File: config.mk
export PLATFORM = sky130hd
export DESIGN_NAME = vga_plot_arbiter
export DESIGN_NICKNAME = d
export VERILOG_FILES = /design/src/rtl/vga_plot_arbiter.sv
export SDC_FILE = /design/constraint.sdc
export NUM_CORES = 1
export LEC_CHECK = 0
export ABC_CLOCK_PERIOD_IN_PS = 3600
export BUFFER_PORTS_ARGS = -buffer_cell sky130_fd_sc_hd__clkbuf_2
export CAP_MARGIN = 20
export CORE_MARGIN = 5
export CORE_UTILIZATION = 25
export DETAILED_ROUTE_END_ITERATION = 10
export HOLD_SLACK_MARGIN = 0.1
export PLACE_DENSITY = 0.61
export SLEW_MARGIN = 20
export SYNTH_ARGS = -nofsm -noshare
export SYNTH_HDL_FRONTEND = slang
export SYNTH_SLANG_ARGS = --single-unit
File: constraint.sdc
create_clock -name clock -period 3.6 [get_ports clock]
set_input_delay 0.36 -clock clock [delete_from_list [all_inputs] [get_ports clock]]
set_output_delay 0.36 -clock clock [all_outputs]
set_load 0.03 [all_outputs]
File: src/rtl/vga_plot_arbiter.sv
// vga_plot_arbiter: fixed-priority owner arbitration of a shared VGA write port with idle timeout.
module vga_plot_arbiter #(
  parameter int N_REQ   = 5,
  parameter int XW      = 9,
  parameter int YW      = 8,
  parameter int CW      = 3,
  parameter int TIMEOUT = 1023
) (
  input  logic               clock,
  input  logic               resetn,
  input  logic [N_REQ-1:0]   req,
  input  logic [N_REQ-1:0]   done,
  input  logic [N_REQ-1:0]   pix_valid,
  input  logic [N_REQ*XW-1:0] x_in,
  input  logic [N_REQ*YW-1:0] y_in,
  input  logic [N_REQ*CW-1:0] col_in,
  output logic [N_REQ-1:0]   grant,
  output logic [N_REQ-1:0]   ack,
  output logic               plot,
  output logic [XW-1:0]      x,
  output logic [YW-1:0]      y,
  output logic [CW-1:0]      colour,
  output logic               busy,
  output logic               timeout_err
);
  localparam int TW = $clog2(TIMEOUT + 1);
  typedef enum logic [1:0] {IDLE, OWN, GAP} state_t;
  state_t state, state_nx;
  logic [N_REQ-1:0] grant_nx, first;
  logic [TW-1:0] cnt, cnt_nx;
  logic [XW-1:0] sx;
  logic [YW-1:0] sy;
  logic [CW-1:0] sc;
  logic ready, acc, own_req, own_done, pre, tmo, rel, terr_nx;
  always_comb begin
    first = '0;
    sx = '0;
    sy = '0;
    sc = '0;
    for (int i = N_REQ - 1; i >= 0; i--) begin
      if (req[i]) begin
        first = '0;
        first[i] = 1'b1;
      end
      if (grant[i]) begin
        sx = x_in[i*XW +: XW];
        sy = y_in[i*YW +: YW];
        sc = col_in[i*CW +: CW];
      end
    end
  end
  assign own_req  = |(grant & req);
  assign own_done = |(grant & done);
  assign pre      = req[0] & ~grant[0];
  assign acc      = (state == OWN) && |(grant & pix_valid) && !pre;
  assign ack      = acc ? (grant & pix_valid) : '0;
  assign tmo      = (state == OWN) && (cnt == TW'(TIMEOUT)) && !acc;
  assign rel      = own_done | ~own_req | pre | tmo;
  assign busy     = (state == OWN);
  always_comb begin
    state_nx = state;
    grant_nx = grant;
    cnt_nx   = cnt;
    terr_nx  = 1'b0;
    case (state)
      IDLE: begin
        cnt_nx = '0;
        if (ready && |req) begin
          state_nx = OWN;
          grant_nx = first;
        end
      end
      OWN: begin
        cnt_nx = acc ? '0 : (cnt == TW'(TIMEOUT)) ? cnt : cnt + TW'(1);
        if (rel) begin
          state_nx = GAP;
          grant_nx = '0;
          // any concurrent normal release or preemption masks the timeout report
          terr_nx  = tmo & own_req & ~own_done & ~pre;
        end
      end
      GAP: begin
        state_nx = IDLE;
        cnt_nx   = '0;
      end
      default: begin
        state_nx = IDLE;
        grant_nx = '0;
        cnt_nx   = '0;
      end
    endcase
  end
  always_ff @(posedge clock or negedge resetn) begin
    if (!resetn) begin
      state       <= IDLE;
      grant       <= '0;
      cnt         <= '0;
      ready       <= 1'b0;
      timeout_err <= 1'b0;
      plot        <= 1'b0;
      x           <= XW'(1);
      y           <= '0;
      colour      <= '1;
    end else begin
      state       <= state_nx;
      grant       <= grant_nx;
      cnt         <= cnt_nx;
      ready       <= 1'b1;
      timeout_err <= terr_nx;
      plot        <= acc;
      x           <= acc ? sx : XW'(1);
      y           <= acc ? sy : '0;
      colour      <= acc ? sc : '1;
    end
  end
endmodule
==> results by group <==
GRT
  – Initial antenna violation count: 0
  – Largest net degree at the start of global routing: 46
  – Vias in the first global route: 2517
  – Total GRT Usage: 0.1359
  – First-pass GRT wire length: about 13000 um
  – GRT overflow: 0

Final layout
  – Finished Cell Area: approximately 3400 sq um
  – Final nets: ~530
  – Antenna cells: 0
  – Share of cells above drive strength 1: 0.4245
  – Fin cells: 550
  – P&R area growth vs syn: 38.83%

Routing
  – Final wirelength: 8373 um
  – Vias per cell: just under 5
  – DRC Markers: 0
  – Avg WL per Cell: 15.22 um
  – ANT nets after route: 0
  – Drt initial violations: ~160
  – Pre-Repair DR Iteration Count: 6
  – Vias: approximately 2700

Worst hold path
  – Worst Hold Class: input pin to asynchronous set/reset pin

Die
  – Std cell rows: 36
  – Initial Util: 0.2527
  – Die area: 11820 sq um
  – Die Y: between 100 and 150 um
  – Ports: 150
  – Die Span X: between 100 and 150 um
  – Core Area: between 9000 and 10000 sq um

Placement
  – GP Congestion: about 0.83
  – Placed Area: 3261 sq um
  – IO Port Bufs: between 100 and 150
  – Post-detail-place hpwl: 6527 um
  – Placed cells: 542

Logic synthesis
  – Yosys reg bits: 40
  – Number of flops mapped to enable cells by yosys: 0
  – YS warnings: 0
  – Syn Std Cell Area: around 2400 sq um
  – Mean post-synth cell area: between 8 and 9 sq um
  – Post-Synthesis Cells: 278
  – Syn nets: a little under 400
  – Asr flop ratio synth: 1.000
  – Predominant post-synthesis flop cell: dfrtp_1
  – Sequential area share after synthesis: 0.4129
  – Synth cell types: between 40 and 50

Worst setup path
  – Slowest Stage Delay on Critical Path: about 0.61 ns
  – Worst path bufs/invs: 2
  – CP required: between 3 and 4 ns
  – Arrival time at the worst endpoint: ~2.3 ns
  – Crit. End Element: output pin
  – Max Fanout on Critical Path: 26
  – Critical path type: flop to output pin
  – CP max stage cell: dfrtp_1
  – Top delay family on crit path: flip-flops
  – Crit path launch type: flop
  – CP Cell Sequence: a22oi_1, a211o_1, inv_2, and3_1, clkbuf_2

CTS
  – Num CTS Buffers: 5
  – Clock Sinks: 40
  – Post-CTS setup buffer count: 0
  – CTS Hold Bufs: 0
  – Clock-pin slew on the worst setup and hold paths: ~0.090 ns
  – # resized after CTS: 0
  – Clock latency at the later pin of the worst-skew pair: around 0.3 ns
  – H-tree depth: 2
  – CTS tree: built
  – Clk root buf: clkbuf_8
  – Clk buf depth: 2

Power
  – Power density over the cells: 523.9 nW/um^2
  – Design Power: ~1.8 mW
  – LEAKAGE: 1.626 nW
  – Peak VDD IR: around 0.17 mV

Timing
  – Post-route clock skew: about 0.013 ns
  – Setup Viol. Count Final: 0
  – Max Clk Rate: ~0.38 GHz
  – Worst-Margin Slew: 0.9294 ns
  – Relative slew margins: 0.3804
  – Hold Vio Cnt, Final: 0
  – Setup TNS: 0 ns
  – Period utilization: 0.7244
  – Fin Hold WS: 0.1864 ns
  – Final min period: ~2.6 ns
  – Unrepaired setup endpoints after global routing: false
  – Slew Limit Fails: 0

Flow run
  – Max_cap viols: 0

Outcome
  – Run status: finished clean
sequential cells by signal (all words and copies together), names as in the netlist:
signal,flops
cnt,10
x,9
y,8
grant,5
colour,3
state,2
plot,1
ready,1
timeout_err,1
Yosys cell counts (all sizes together), types with 4 or more instances:
library cell / count / area share
a21oi: 36 / 0.074
dfrtp: 36 / 0.37
o21ai: 23 / 0.047
nor2b: 22 / 0.056
a221oi: 20 / 0.072
nor3: 20 / 0.041
nor2: 18 / 0.028
clkbuf: 17 / 0.026
nand2: 15 / 0.023
buf: 5 / 0.023
a211oi: 4 / 0.012
a31oi: 4 / 0.010
and3: 4 / 0.010
dfstp: 4 / 0.043
inv: 4 / 0.0062
mux2: 4 / 0.018
logic make-up (layout without fill, tap and decap cells):
kind of cell	after synthesis	count (layout)	synth area share
AOI/OAI and AO/OA	100	100	0.2599
xor gates and xnor gates	3	3	0.01079
adders and majority gates	1	1	0.005135
buffers and inverters	27	166	0.05701
DFF	40	40	0.4129
muxes	6	6	0.02671
other	1	1	0.001539
and+or+nand+nor	100	100	0.2260
worst paths after layout:
| path | from | to | slack [ns] | depth (start not counted) |
|---|---|---|---|---|
| max | grant[0] | ack[4] | 0.99 | 5 |
| min | resetn | grant[2] | 0.19 | 1 |
| max reg2reg | grant[4] | grant[2] | 1.23 | 6 |
| min reg2reg | cnt[5] | cnt[5] | 0.51 | 1 |
| max in group asynchronous | resetn | cnt[3] | 2.81 | 1 |
| min in group clock | x_in[0] | x[0] | 0.30 | 3 |
area by class of cell:
class | instances | area (sq um)
well taps | 133 | 166.4
clock buffers | 6 | 82.58
inverters | 5 | 18.77
flip-flops and latches | 40 | 1006
fillers | 1061 | 6257
clock inverters | 2 | 38.79
multi-input cells | 211 | 1294
repair buffers | 153 | 775.7
cell usage in the layout (no fill, tap or decap), types with 2 or more instances in the layout:
master and instances:
and3_1 4, and2_1 2, dfrtp_1 36, nand2b_1 2
nand2_1 15, o31ai_1 3, nand3b_1 2, a21boi_0 2
or3_2 2, or4_1 2, a21oi_1 36, dfstp_2 4
nor2_1 18, xnor2_1 2, a31oi_1 4, mux2i_1 2
nor3_1 20, buf_4 4, a221oi_1 20, inv_1 3
a211oi_1 4, a22oi_1 3, nand3_1 3, o21ai_0 23
nor2b_1 21, clkbuf_8 6, a222oi_1 2, nor4b_1 2
clkbuf_2 148, mux2_2 4
stage by stage:
step                      worst slack (ns)  utilization
after floorplan                      1.346            -
after global placement               1.243       0.3383
after detailed placement             1.163       0.3383
after CTS                           0.9737       0.3509
after global routing                0.8355       0.3509
final                               0.9922       0.3509
where the power goes:
part / internal [mW] / switching [mW] / leakage [nW]
clock network: 0.227 / 0.167 / 0.0614
logic: 0.296 / 0.516 / 1.03
registers: 0.510 / 0.0550 / 0.537
total: 1.03 / 0.739 / 1.63
metal layers:
layer / share of wire / global-route usage / vias up / wire (um)
li1: - / - / 1310 / -
met1: 0.42 / 0.1727 / 1270 / 3550
met2: 0.49 / 0.2295 / 105 / 4138
met4: 0.0093 / 0.03246 / 0 / 78
met3: 0.072 / 0.03671 / 5 / 606
met5: 0 / 0 / - / 0
worst reg2reg max path, delay by kind of cell (launching register included):
family / cells / cell delay (ns)
AO/OA/AOI/OAI: 3 / 0.85
flip-flops: 1 / 0.45
AND/OR/NAND/NOR: 1 / 0.37
multiplexers: 1 / 0.35
buffers and inverters: 1 / 0.23
(Power assumes the default switching activity.)
